File: src/rtl/adpll_pkg.sv
// Shared ADPLL types: phase-detector FSM states, the signed error word, saturation helper.
package adpll_pkg;

  typedef enum logic [1:0] {
    IDLE     = 2'd0,
    REF_LEAD = 2'd1,
    FB_LEAD  = 2'd2
  } ped_state_e;

  localparam int ERROR_WIDTH_DEF = 5;

  typedef logic signed [ERROR_WIDTH_DEF-1:0] error_t;

  // Symmetric limit: the most negative code is never produced.
  function automatic int max_mag(input int width);
    return (1 << (width - 1)) - 1;
  endfunction

endpackage

File: src/rtl/phase_error_detector_if.sv
// Edge inputs and error outputs of the phase error detector; lock_o exists only with PED_LOCK_DETECT_EN.
interface phase_error_detector_if #(
  parameter int ERROR_WIDTH = 5
) ();
  logic                          ref_i;
  logic                          fb_i;
  logic signed [ERROR_WIDTH-1:0] error_o;
  logic                          error_valid_o;
`ifdef PED_LOCK_DETECT_EN
  logic                          lock_o;

  modport master (output ref_i, fb_i, input error_o, error_valid_o, lock_o);
  modport slave  (input ref_i, fb_i, output error_o, error_valid_o, lock_o);
`else
  modport master (output ref_i, fb_i, input error_o, error_valid_o);
  modport slave  (input ref_i, fb_i, output error_o, error_valid_o);
`endif
endinterface

File: src/rtl/edge_sync.sv
// Synchroniser plus registered rise detector; edges are suppressed until the chain holds real samples.
module edge_sync #(
  parameter int SYNC_STAGES = 2
) (
  input  logic gen_clk_i,
  input  logic reset_n_i,
  input  logic async_i,
  output logic rise_o
);

  logic [SYNC_STAGES-1:0] sync_q;
  logic [SYNC_STAGES:0]   fill_q;
  logic                   prev_q;
  logic                   rise_q;

  // fill_q[SYNC_STAGES] marks prev_q as a genuine sample, so a level already high at release is no edge.
  always_ff @(posedge gen_clk_i or negedge reset_n_i) begin
    if (!reset_n_i) begin
      sync_q <= '0;
      fill_q <= '0;
      prev_q <= 1'b0;
      rise_q <= 1'b0;
    end else begin
      sync_q <= {sync_q[SYNC_STAGES-2:0], async_i};
      fill_q <= {fill_q[SYNC_STAGES-1:0], 1'b1};
      prev_q <= sync_q[SYNC_STAGES-1];
      rise_q <= sync_q[SYNC_STAGES-1] & ~prev_q & fill_q[SYNC_STAGES];
    end
  end

  assign rise_o = rise_q;

endmodule

File: src/rtl/phase_error_detector.sv
// Phase/frequency detector: measures ref-vs-fb edge lead in gen_clk_i cycles, saturated signed output.
// Optional lock indicator enabled by defining PED_LOCK_DETECT_EN.
module phase_error_detector
  import adpll_pkg::*;
#(
  parameter int ERROR_WIDTH    = 5,
  parameter int SYNC_STAGES    = 2,
  parameter int TIMEOUT_CYCLES = 64
`ifdef PED_LOCK_DETECT_EN
  ,
  parameter int LOCK_THRESH    = 1,
  parameter int LOCK_COUNT     = 8
`endif
) (
  input  logic gen_clk_i,
  input  logic reset_n_i,
  phase_error_detector_if.slave bus
);

  localparam int CNT_W = $clog2(TIMEOUT_CYCLES + 1);
  localparam logic [CNT_W-1:0] TIMEOUT_C = CNT_W'(TIMEOUT_CYCLES);
  localparam logic [CNT_W-1:0] CNT_ONE   = CNT_W'(1);
  localparam logic signed [ERROR_WIDTH-1:0] MAX_S = ERROR_WIDTH'(max_mag(ERROR_WIDTH));

  logic ref_rise, fb_rise;

  edge_sync #(.SYNC_STAGES(SYNC_STAGES)) u_ref_sync (
    .gen_clk_i (gen_clk_i),
    .reset_n_i (reset_n_i),
    .async_i   (bus.ref_i),
    .rise_o    (ref_rise)
  );

  edge_sync #(.SYNC_STAGES(SYNC_STAGES)) u_fb_sync (
    .gen_clk_i (gen_clk_i),
    .reset_n_i (reset_n_i),
    .async_i   (bus.fb_i),
    .rise_o    (fb_rise)
  );

  ped_state_e                    state_q, state_d;
  logic [CNT_W-1:0]              cnt_q, cnt_d;
  logic signed [ERROR_WIDTH-1:0] error_q, error_d;
  logic                          valid_q, valid_d;
  logic signed [ERROR_WIDTH-1:0] mag_s;
  logic                          timeout;

  assign timeout = (cnt_q == TIMEOUT_C);
  assign mag_s   = (32'(cnt_q) > 32'(max_mag(ERROR_WIDTH))) ? MAX_S : ERROR_WIDTH'(cnt_q);

  always_ff @(posedge gen_clk_i or negedge reset_n_i) begin
    if (!reset_n_i) begin
      state_q <= IDLE;
      cnt_q   <= '0;
      error_q <= '0;
      valid_q <= 1'b0;
    end else begin
      state_q <= state_d;
      cnt_q   <= cnt_d;
      error_q <= error_d;
      valid_q <= valid_d;
    end
  end

  // A new edge of the leading signal always restarts the count, whether or not the partner arrived too.
  always_comb begin
    state_d = state_q;
    cnt_d   = cnt_q;
    case (state_q)
      IDLE: begin
        if (ref_rise && !fb_rise) begin
          state_d = REF_LEAD;
          cnt_d   = CNT_ONE;
        end else if (fb_rise && !ref_rise) begin
          state_d = FB_LEAD;
          cnt_d   = CNT_ONE;
        end
      end
      REF_LEAD: begin
        if (ref_rise) begin
          cnt_d = CNT_ONE;
        end else if (fb_rise || timeout) begin
          state_d = IDLE;
          cnt_d   = '0;
        end else begin
          cnt_d = cnt_q + CNT_ONE;
        end
      end
      FB_LEAD: begin
        if (fb_rise) begin
          cnt_d = CNT_ONE;
        end else if (ref_rise || timeout) begin
          state_d = IDLE;
          cnt_d   = '0;
        end else begin
          cnt_d = cnt_q + CNT_ONE;
        end
      end
      default: begin
        state_d = IDLE;
        cnt_d   = '0;
      end
    endcase
  end

  always_comb begin
    error_d = error_q;
    valid_d = 1'b0;
    case (state_q)
      IDLE: begin
        if (ref_rise && fb_rise) begin
          valid_d = 1'b1;
          error_d = '0;
        end
      end
      REF_LEAD: begin
        if (fb_rise) begin
          valid_d = 1'b1;
          error_d = mag_s;
        end else if (ref_rise || timeout) begin
          valid_d = 1'b1;
          error_d = MAX_S;
        end
      end
      FB_LEAD: begin
        if (ref_rise) begin
          valid_d = 1'b1;
          error_d = -mag_s;
        end else if (fb_rise || timeout) begin
          valid_d = 1'b1;
          error_d = -MAX_S;
        end
      end
      default: ;
    endcase
  end

  assign bus.error_o       = error_q;
  assign bus.error_valid_o = valid_q;

`ifdef PED_LOCK_DETECT_EN
  localparam int RUN_W = $clog2(LOCK_COUNT + 1);
  localparam logic [RUN_W-1:0] RUN_MAX = RUN_W'(LOCK_COUNT);

  logic [RUN_W-1:0]   run_q;
  logic               lock_q;
  logic signed [31:0] err_ext;
  logic               in_thresh;

  assign err_ext   = 32'(error_q);
  assign in_thresh = (err_ext <= LOCK_THRESH) && (err_ext >= -LOCK_THRESH);

  always_ff @(posedge gen_clk_i or negedge reset_n_i) begin
    if (!reset_n_i) begin
      run_q  <= '0;
      lock_q <= 1'b0;
    end else begin
      if (valid_q) begin
        if (!in_thresh)          run_q <= '0;
        else if (run_q != RUN_MAX) run_q <= run_q + 1'b1;
      end
      if (valid_q && !in_thresh) lock_q <= 1'b0;
      else if (run_q == RUN_MAX) lock_q <= 1'b1;
    end
  end

  assign bus.lock_o = lock_q;
`endif

endmodule

File: src/flat_wrapper.sv
// flat-port wrapper written by rule: the top's interface ports become plain ports
module phase_error_detector_flat import adpll_pkg::*;
#(
  parameter int ERROR_WIDTH    = 5,
  parameter int SYNC_STAGES    = 2,
  parameter int TIMEOUT_CYCLES = 64

)
  (gen_clk_i, reset_n_i, bus_ref_i, bus_fb_i, bus_error_o, bus_error_valid_o);
  phase_error_detector_if #(.ERROR_WIDTH(ERROR_WIDTH)) bus_i ();
  input  logic gen_clk_i;
  input  logic reset_n_i;
  input wire logic [$bits(bus_i.ref_i)-1:0] bus_ref_i;
  input wire logic [$bits(bus_i.fb_i)-1:0] bus_fb_i;
  output wire logic [$bits(bus_i.error_o)-1:0] bus_error_o;
  output wire logic [$bits(bus_i.error_valid_o)-1:0] bus_error_valid_o;
  assign bus_i.ref_i = bus_ref_i;
  assign bus_i.fb_i = bus_fb_i;
  assign bus_error_o = bus_i.error_o;
  assign bus_error_valid_o = bus_i.error_valid_o;
  phase_error_detector #(.ERROR_WIDTH(ERROR_WIDTH), .SYNC_STAGES(SYNC_STAGES), .TIMEOUT_CYCLES(TIMEOUT_CYCLES)) u_core (.gen_clk_i(gen_clk_i), .reset_n_i(reset_n_i), .bus(bus_i));
endmodule
File: config.mk
export PLATFORM = sky130hd
export DESIGN_NAME = phase_error_detector_flat
export DESIGN_NICKNAME = d
export VERILOG_FILES = /design/src/rtl/adpll_pkg.sv /design/src/rtl/phase_error_detector_if.sv /design/src/rtl/edge_sync.sv /design/src/rtl/phase_error_detector.sv /design/src/flat_wrapper.sv
export SDC_FILE = /design/constraint.sdc
export NUM_CORES = 1
export LEC_CHECK = 0
export CAP_MARGIN = 10
export CORE_MARGIN = 4
export CORE_UTILIZATION = 51
export CTS_CLUSTER_SIZE = 16
export DETAILED_ROUTE_END_ITERATION = 12
export PLACE_DENSITY_LB_ADDON = 0.08
export SLEW_MARGIN = 10
export SYNTH_ARGS = -nofsm -noshare
export SYNTH_HDL_FRONTEND = slang
export SYNTH_SLANG_ARGS = --single-unit
File: constraint.sdc
create_clock -name gen_clk_i -period 2 [get_ports gen_clk_i]
set_clock_uncertainty 0.05 [all_clocks]
set_input_delay 0.5 -clock gen_clk_i [delete_from_list [all_inputs] [get_ports gen_clk_i]]
set_output_delay 0.5 -clock gen_clk_i [all_outputs]
set_load 0.01 [all_outputs]
# Yosys cells after proc, flatten, opt, wreduce, memory -nomap -nowiden
# Cells that the tools add are included.
[word_totals] wordCells=70 ff_bits=29 out_inout_bits=6
[op_classes] mux=27 addsub=2 bitwise=6 n_eq_ne=11 reduce_logical=11 n_lt_le_gt_ge=1
[op_table] cell="$mux W7" count=6
[op_table] cell="$mux W5" count=6
[op_table] cell="$pmux W7 S3" count=1
[op_table] cell="$pmux W5 S3" count=1
[op_table] cell="$mux W2" count=6
[op_table] cell="$add A7 B1 Y7 const B" count=1
[op_table] cell="$eq A7 B7 Y1 const B" count=1
[op_table] cell="$gt A7 B4 Y1 const B" count=1
[op_table] cell="$ne A2 B1 Y1 const B" count=3
[op_table] cell="$ne A3 B2 Y1 const B" count=2
[op_table] cell="$pmux W2 S3" count=1
[op_table] cell="$mux W1" count=5
[op_table] cell="$neg A5 Y5" count=1
[op_table] cell="$reduce_and A5 Y1" count=1
[op_table] cell="$and A1 B1 Y1" count=4
[op_table] cell="$ne A2 B2 Y1 const B" count=2
[op_table] cell="$reduce_and A4 Y1" count=1
[op_table] cell="$logic_and A1 B1 Y1" count=3
[op_table] cell="$ne A3 B1 Y1 const B" count=1
[op_table] cell="$pmux W1 S3" count=1
[op_table] cell="$reduce_bool A3 Y1" count=1
[op_table] cell="$eq A2 B1 Y1 const B" count=1
[op_table] cell="$eq A2 B2 Y1 const B" count=1
[op_table] cell="$logic_not A1 Y1" count=2
[op_table] cell="other kinds (3)" count=5

# Depth between registers and ports, before layout
[logic_depth] ltp_word=5 mapped_depth=8

# Modules after synthesis
# A second synthesis with hierarchy kept.
[hier_totals] cells_unflattened=126 area_unflattened_um2=1428.9
[by_module_without_submodules] mod="phase_error_detector" seq_area_each_um2=375.4 area_each_um2=1053.5 cells_per_inst=108 n_inst=1
[by_module_without_submodules] mod="edge_sync" seq_area_each_um2=175.2 area_each_um2=187.7 cells_per_inst=9 n_inst=2

# Least setup slack after synthesis
# No wires, ideal clock.
[synth_path] path_type="reg-to-reg" from="register u_core.state_q[1]" to="register u_core.error_q[0] (netlist: u_core.bus.error_o[0])" path_buffers=1 arrival_ns=1.794 setup_ns=0.128 required_time_ns=1.822 synth_period_minus_slack_ns=1.972 slack_ns=0.028 stages_incl_launch_ff=7 cell_sequence="dfrtp_1 inv_1 ha_1 clkbuf_1 or2_2 a311o_1 mux2_1"
[synth_via] elab_chain_len=3 word_cells_on_any_way=9
[synth_rtl] element="start: declaration" line="phase_error_detector.sv:41" rtl="ped_state_e state_q, state_d;"
[synth_rtl] element="start signal: assignment" line="phase_error_detector.sv:58" rtl="state_q <= state_d;"
[synth_rtl] element="$eq A2 B2 Y1, or another cell as far along" line="phase_error_detector.sv:109" rtl="case (state_q)"
[synth_rtl] element="$ne A3 B2 Y1 (no source line), or another cell as far along"
[synth_rtl] element="$reduce_and A4 Y1 (no source line)"
[synth_rtl] element="end signal: assignment" line="phase_error_detector.sv:60" rtl="error_q <= error_d;"
[synth_rtl] element="end: declaration" line="phase_error_detector.sv:43" rtl="logic signed [ERROR_WIDTH-1:0] error_q, error_d;"
# Several ways; a longest one is shown, not always the timed one.
# A chain may end at the register's enable or synchronous reset.

# Worst setup path in the final report
[layout_path] from="register u_core.state_q[0]" to="register u_core.error_q[2] (netlist: u_core.bus.error_o[2])"
# Same word-level chain as after synthesis.

==> PnR_summary.wiki <==
{| class="wikitable"
! Metric !! Value
|-
| Result of the run || finished, final reports clean
|-
| Crit share post-route || slightly below 100%
|-
| Internal Dissipation || 1.32 mW
|-
| Height of the die || 60.3 µm
|-
| Final hold violations || 0
|-
| Combinational fraction of design power || 47.4%
|-
| Required time at the endpoint of the critical path || 2.19 ns
|-
| Fraction of the core area covered by cells at the end of the flow || roughly 66%
|-
| Dominant register cell in the synthesized netlist || sky130_fd_sc_hd__dfrtp_1
|-
| Post-synthesis async set-or-reset flop share || 100%
|-
| Clock tree from TritonCTS || yes
|-
| Global-route wire length before repair || between 5 and 6 mm
|-
| Post-Syn Nets || 150
|-
| Total Die Area || 3630 µm²
|-
| Number of flip-flops and latches in the synthesized netlist || 26
|-
| Startpoint types || flop
|-
| GRT Total Usage || about a fifth
|-
| Switch Pwr || 726 µW
|-
| Max-cap check violation count || 0
|-
| Total number of placement rows || 18
|-
| RSZ-0062 raised after global routing || no
|-
| Layout area overhead || 20.6%
|-
| Slew margin rel. || 59.7%
|-
| HPWL reported at the end of detailed placement || 2.16 mm
|-
| Number of nets in the layout || 173
|-
| Part of the power in the clock network || a little under a fifth
|-
| Port bufs || 9
|-
| Most common cell after layout, fill and taps aside || sky130_fd_sc_hd__dfrtp_1
|-
| Sum of negative setup slack || 0 ns
|-
| Post-synth EDFFs || 0
|-
| Core box area || between 2000 and 3000 µm²
|-
| H-tree level count || 1
|-
| Via count of the first global-routing pass || 1143
|-
| Count of pins over their slew limit || 0
|-
| Detailed-route wire length || 3.08 mm
|-
| Relative contribution of sequential cells to total power || 34.0%
|-
| DR vias || about 1100
|-
| Width of the chip || 60.3 µm
|-
| Placer congestion estimate || about 0.9
|-
| Startpoint-to-endpoint class of the critical path || flop to flop
|-
| Minimum period implied by the final worst setup slack || 1.94 ns
|-
| Arrival time worst endpoint || 2.12 ns
|-
| Clock sinks || 26
|-
| Cell area after layout || 1680 µm²
|-
| Number of library cell types mapped by synthesis || 42
|-
| Clock latency at the later pin of the worst-skew pair || between 0.3 and 0.4 ns
|-
| Netlist area before placement || 1390 µm²
|-
| Number of iterations in the first detailed-routing pass || 4
|-
| P per Cell Area || 1220 nW/µm²
|-
| Initial standard-cell utilization of the core || around 55%
|-
| Synthesis Warnings || 0
|-
| Clock Pin Slew Worst Setup and Hold Paths || around 0.16 ns
|-
| Total congestion overflow after global routing || 0
|-
| Worst min path class || flop to flop
|-
| DP Area || 1590 µm²
|-
| Endpoint kind of the worst setup timing path || flop
|-
| Critical path fanouts, max || 6
|-
| Routed via count divided by cell count || a little under 6
|-
| Synthesized area per cell || slightly above 10 µm²
|-
| Root buffer cell || sky130_fd_sc_hd__clkbuf_4
|-
| Number of clock buffers inserted by TritonCTS || 3
|-
| Tightest Pin Transition || 0.590 ns
|-
| Number of routed nets with antenna violations || 0
|-
| Maximum operating frequency || 516 MHz
|-
| Inserted Diodes || 0
|-
| Synthesized instance count || 138
|-
| Average routed wire per standard cell || 16.2 µm
|-
| Maximum number of pins on one net before global-route repair || 27
|-
| Largest voltage drop on the vdd net || 0.964 mV
|-
| Proportion of layout cells with a drive suffix above 1 || between 20% and 30%
|-
| Residual DRC || 0
|-
| Number of antenna violations at the first check in global routing || 0
|-
| Fraction of power spent switching nets || a little over a third
|-
| Violation count after the first detailed-route iteration || 42
|-
| Clock Path Buffers || 2
|-
| Setup violations, final || 0
|-
| Sequential fraction of the synthesis area || 46.7%
|-
| Number of placed I/O pins || 10
|-
| Standby leakage power || 0.736 nW
|-
| Leading cell types in the layout, fill and taps excluded || sky130_fd_sc_hd__dfrtp_1, sky130_fd_sc_hd__buf_4, sky130_fd_sc_hd__a21oi_1
|}
## layout make-up
class	instances	area, µm²
fill	192	863
multi-input combinational	95	688
sequential	26	652
timing repair buffer	26	218
tap	30	37.5
inverter	9	33.8
clock inverter	1	30.0
clock buffer	3	22.5
## critical path, stage by stage (launching register included)
cell and delay [ns]:
sky130_fd_sc_hd__dfrtp_2 0.44, sky130_fd_sc_hd__inv_1 0.07, sky130_fd_sc_hd__ha_1 0.24, sky130_fd_sc_hd__or2_4 0.26
sky130_fd_sc_hd__a311o_2 0.44, sky130_fd_sc_hd__mux2_1 0.34
## power groups by stage
stage	registers, mW	clock network, mW	logic (mW)
6_report	0.695	0.380	0.969
5_1_grt	0.709	0.402	1.06
4_1_cts	0.694	0.387	0.899
3_5_place_dp	0.705	0	0.883
3_3_place_gp	0.696	0	0.875
2_1_floorplan	0.721	0	0.509
## synthesized netlist by cell type, types with 2 or more instances
cell	n	share of area (%)
sky130_fd_sc_hd__buf_2	3	1.1
sky130_fd_sc_hd__nand3_1	4	1.4
sky130_fd_sc_hd__nand2_1	11	3.0
sky130_fd_sc_hd__ha_1	8	7.2
sky130_fd_sc_hd__nand2b_1	2	0.90
sky130_fd_sc_hd__dfrtp_1	26	47
sky130_fd_sc_hd__o31ai_1	2	1.1
sky130_fd_sc_hd__o21ai_0	6	2.2
sky130_fd_sc_hd__a21oi_1	12	4.3
sky130_fd_sc_hd__nor2_1	6	1.6
sky130_fd_sc_hd__a31oi_1	2	0.90
sky130_fd_sc_hd__a22o_1	2	1.3
sky130_fd_sc_hd__o22ai_1	2	0.90
sky130_fd_sc_hd__and2_1	2	0.90
sky130_fd_sc_hd__a221o_1	2	1.4
sky130_fd_sc_hd__a2111oi_0	2	1.3
sky130_fd_sc_hd__xnor2_1	5	3.1
sky130_fd_sc_hd__or3_1	2	0.90
sky130_fd_sc_hd__mux2_1	5	4.0
sky130_fd_sc_hd__clkbuf_1	4	1.1
sky130_fd_sc_hd__inv_1	9	2.4
## flip-flops by register name (all words and copies together), names as in the netlist
| name | flops |
|---|---|
| u_core.bus.error_o | 5 |
| u_core.bus.error_valid_o | 1 |
| u_core.cnt_q | 7 |
| u_core.state_q | 2 |
| u_core.u_fb_sync.fill_q | 1 |
| u_core.u_fb_sync.prev_q | 1 |
| u_core.u_fb_sync.rise_o | 1 |
| u_core.u_fb_sync.sync_q | 2 |
| u_core.u_ref_sync.fill_q | 2 |
| u_core.u_ref_sync.prev_q | 1 |
| u_core.u_ref_sync.rise_o | 1 |
| u_core.u_ref_sync.sync_q | 2 |
## cell families (layout without fill, tap and decap cells)
family                     count (synthesis)  count (layout)  synth area share [%]
muxes                                      5               5                  4.04
DFF                                       26              26                  46.7
other                                      1               1                 0.269
AOI/OAI and AO/OA                         43              43                  21.0
and+or+nand+nor                           33              33                  12.3
adders and majority gates                  8               8                  7.18
buffers and inverters                     17              39                  5.39
xor gates and xnor gates                   5               5                  3.14
## final timing paths
check                                      startpoint                          to  slack [ns]  cells after the start
max                                 u_core.state_q[0]       u_core.bus.error_o[2]        0.06                      5
max in group asynchronous                   reset_n_i           u_core.state_q[0]        1.18                      2
min in group asynchronous                   reset_n_i             u_core.cnt_q[4]        0.44                      2
min                        u_core.u_fb_sync.sync_q[0]  u_core.u_fb_sync.sync_q[1]        0.32                      0
max reg2reg                         u_core.state_q[0]       u_core.bus.error_o[2]        0.06                      5
min reg2reg                u_core.u_fb_sync.sync_q[0]  u_core.u_fb_sync.sync_q[1]        0.32                      0
## layer usage
layer,track usage (%),share of wire [%],up-vias
li1,-,-,538
met1,25.5,46,525
met2,29.3,46,41
met3,2.81,5.5,8
met4,11.7,2.4,0
met5,0,0,-
## per-stage QoR
stage / hold slack [ns] / power [mW] / instances / setup slack [ns]
after floorplan: 0.154 / 1.23 / 138 / 0.0281
after global placement: 0.285 / 1.57 / 183 / 0.0534
after detailed placement: 0.286 / 1.59 / 183 / 0.0159
after CTS: 0.323 / 1.98 / 188 / 0.0115
after global routing: 0.338 / 2.17 / 190 / 0.0100
final: 0.321 / 2.04 / 190 / 0.0620
## what timing repair did
| action | CTS | global route |
|---|---|---|
| endpoints found under the hold margin | 0 | 0 |
| pin swaps | 0 | 1 |
| endpoints found under the setup margin | 1 | 9 |
| gates resized for setup | 0 | 8 |
| buffers inserted | 1 | 2 |
| hold buffers | 0 | 0 |
Power figures use the tool's default switching activity.
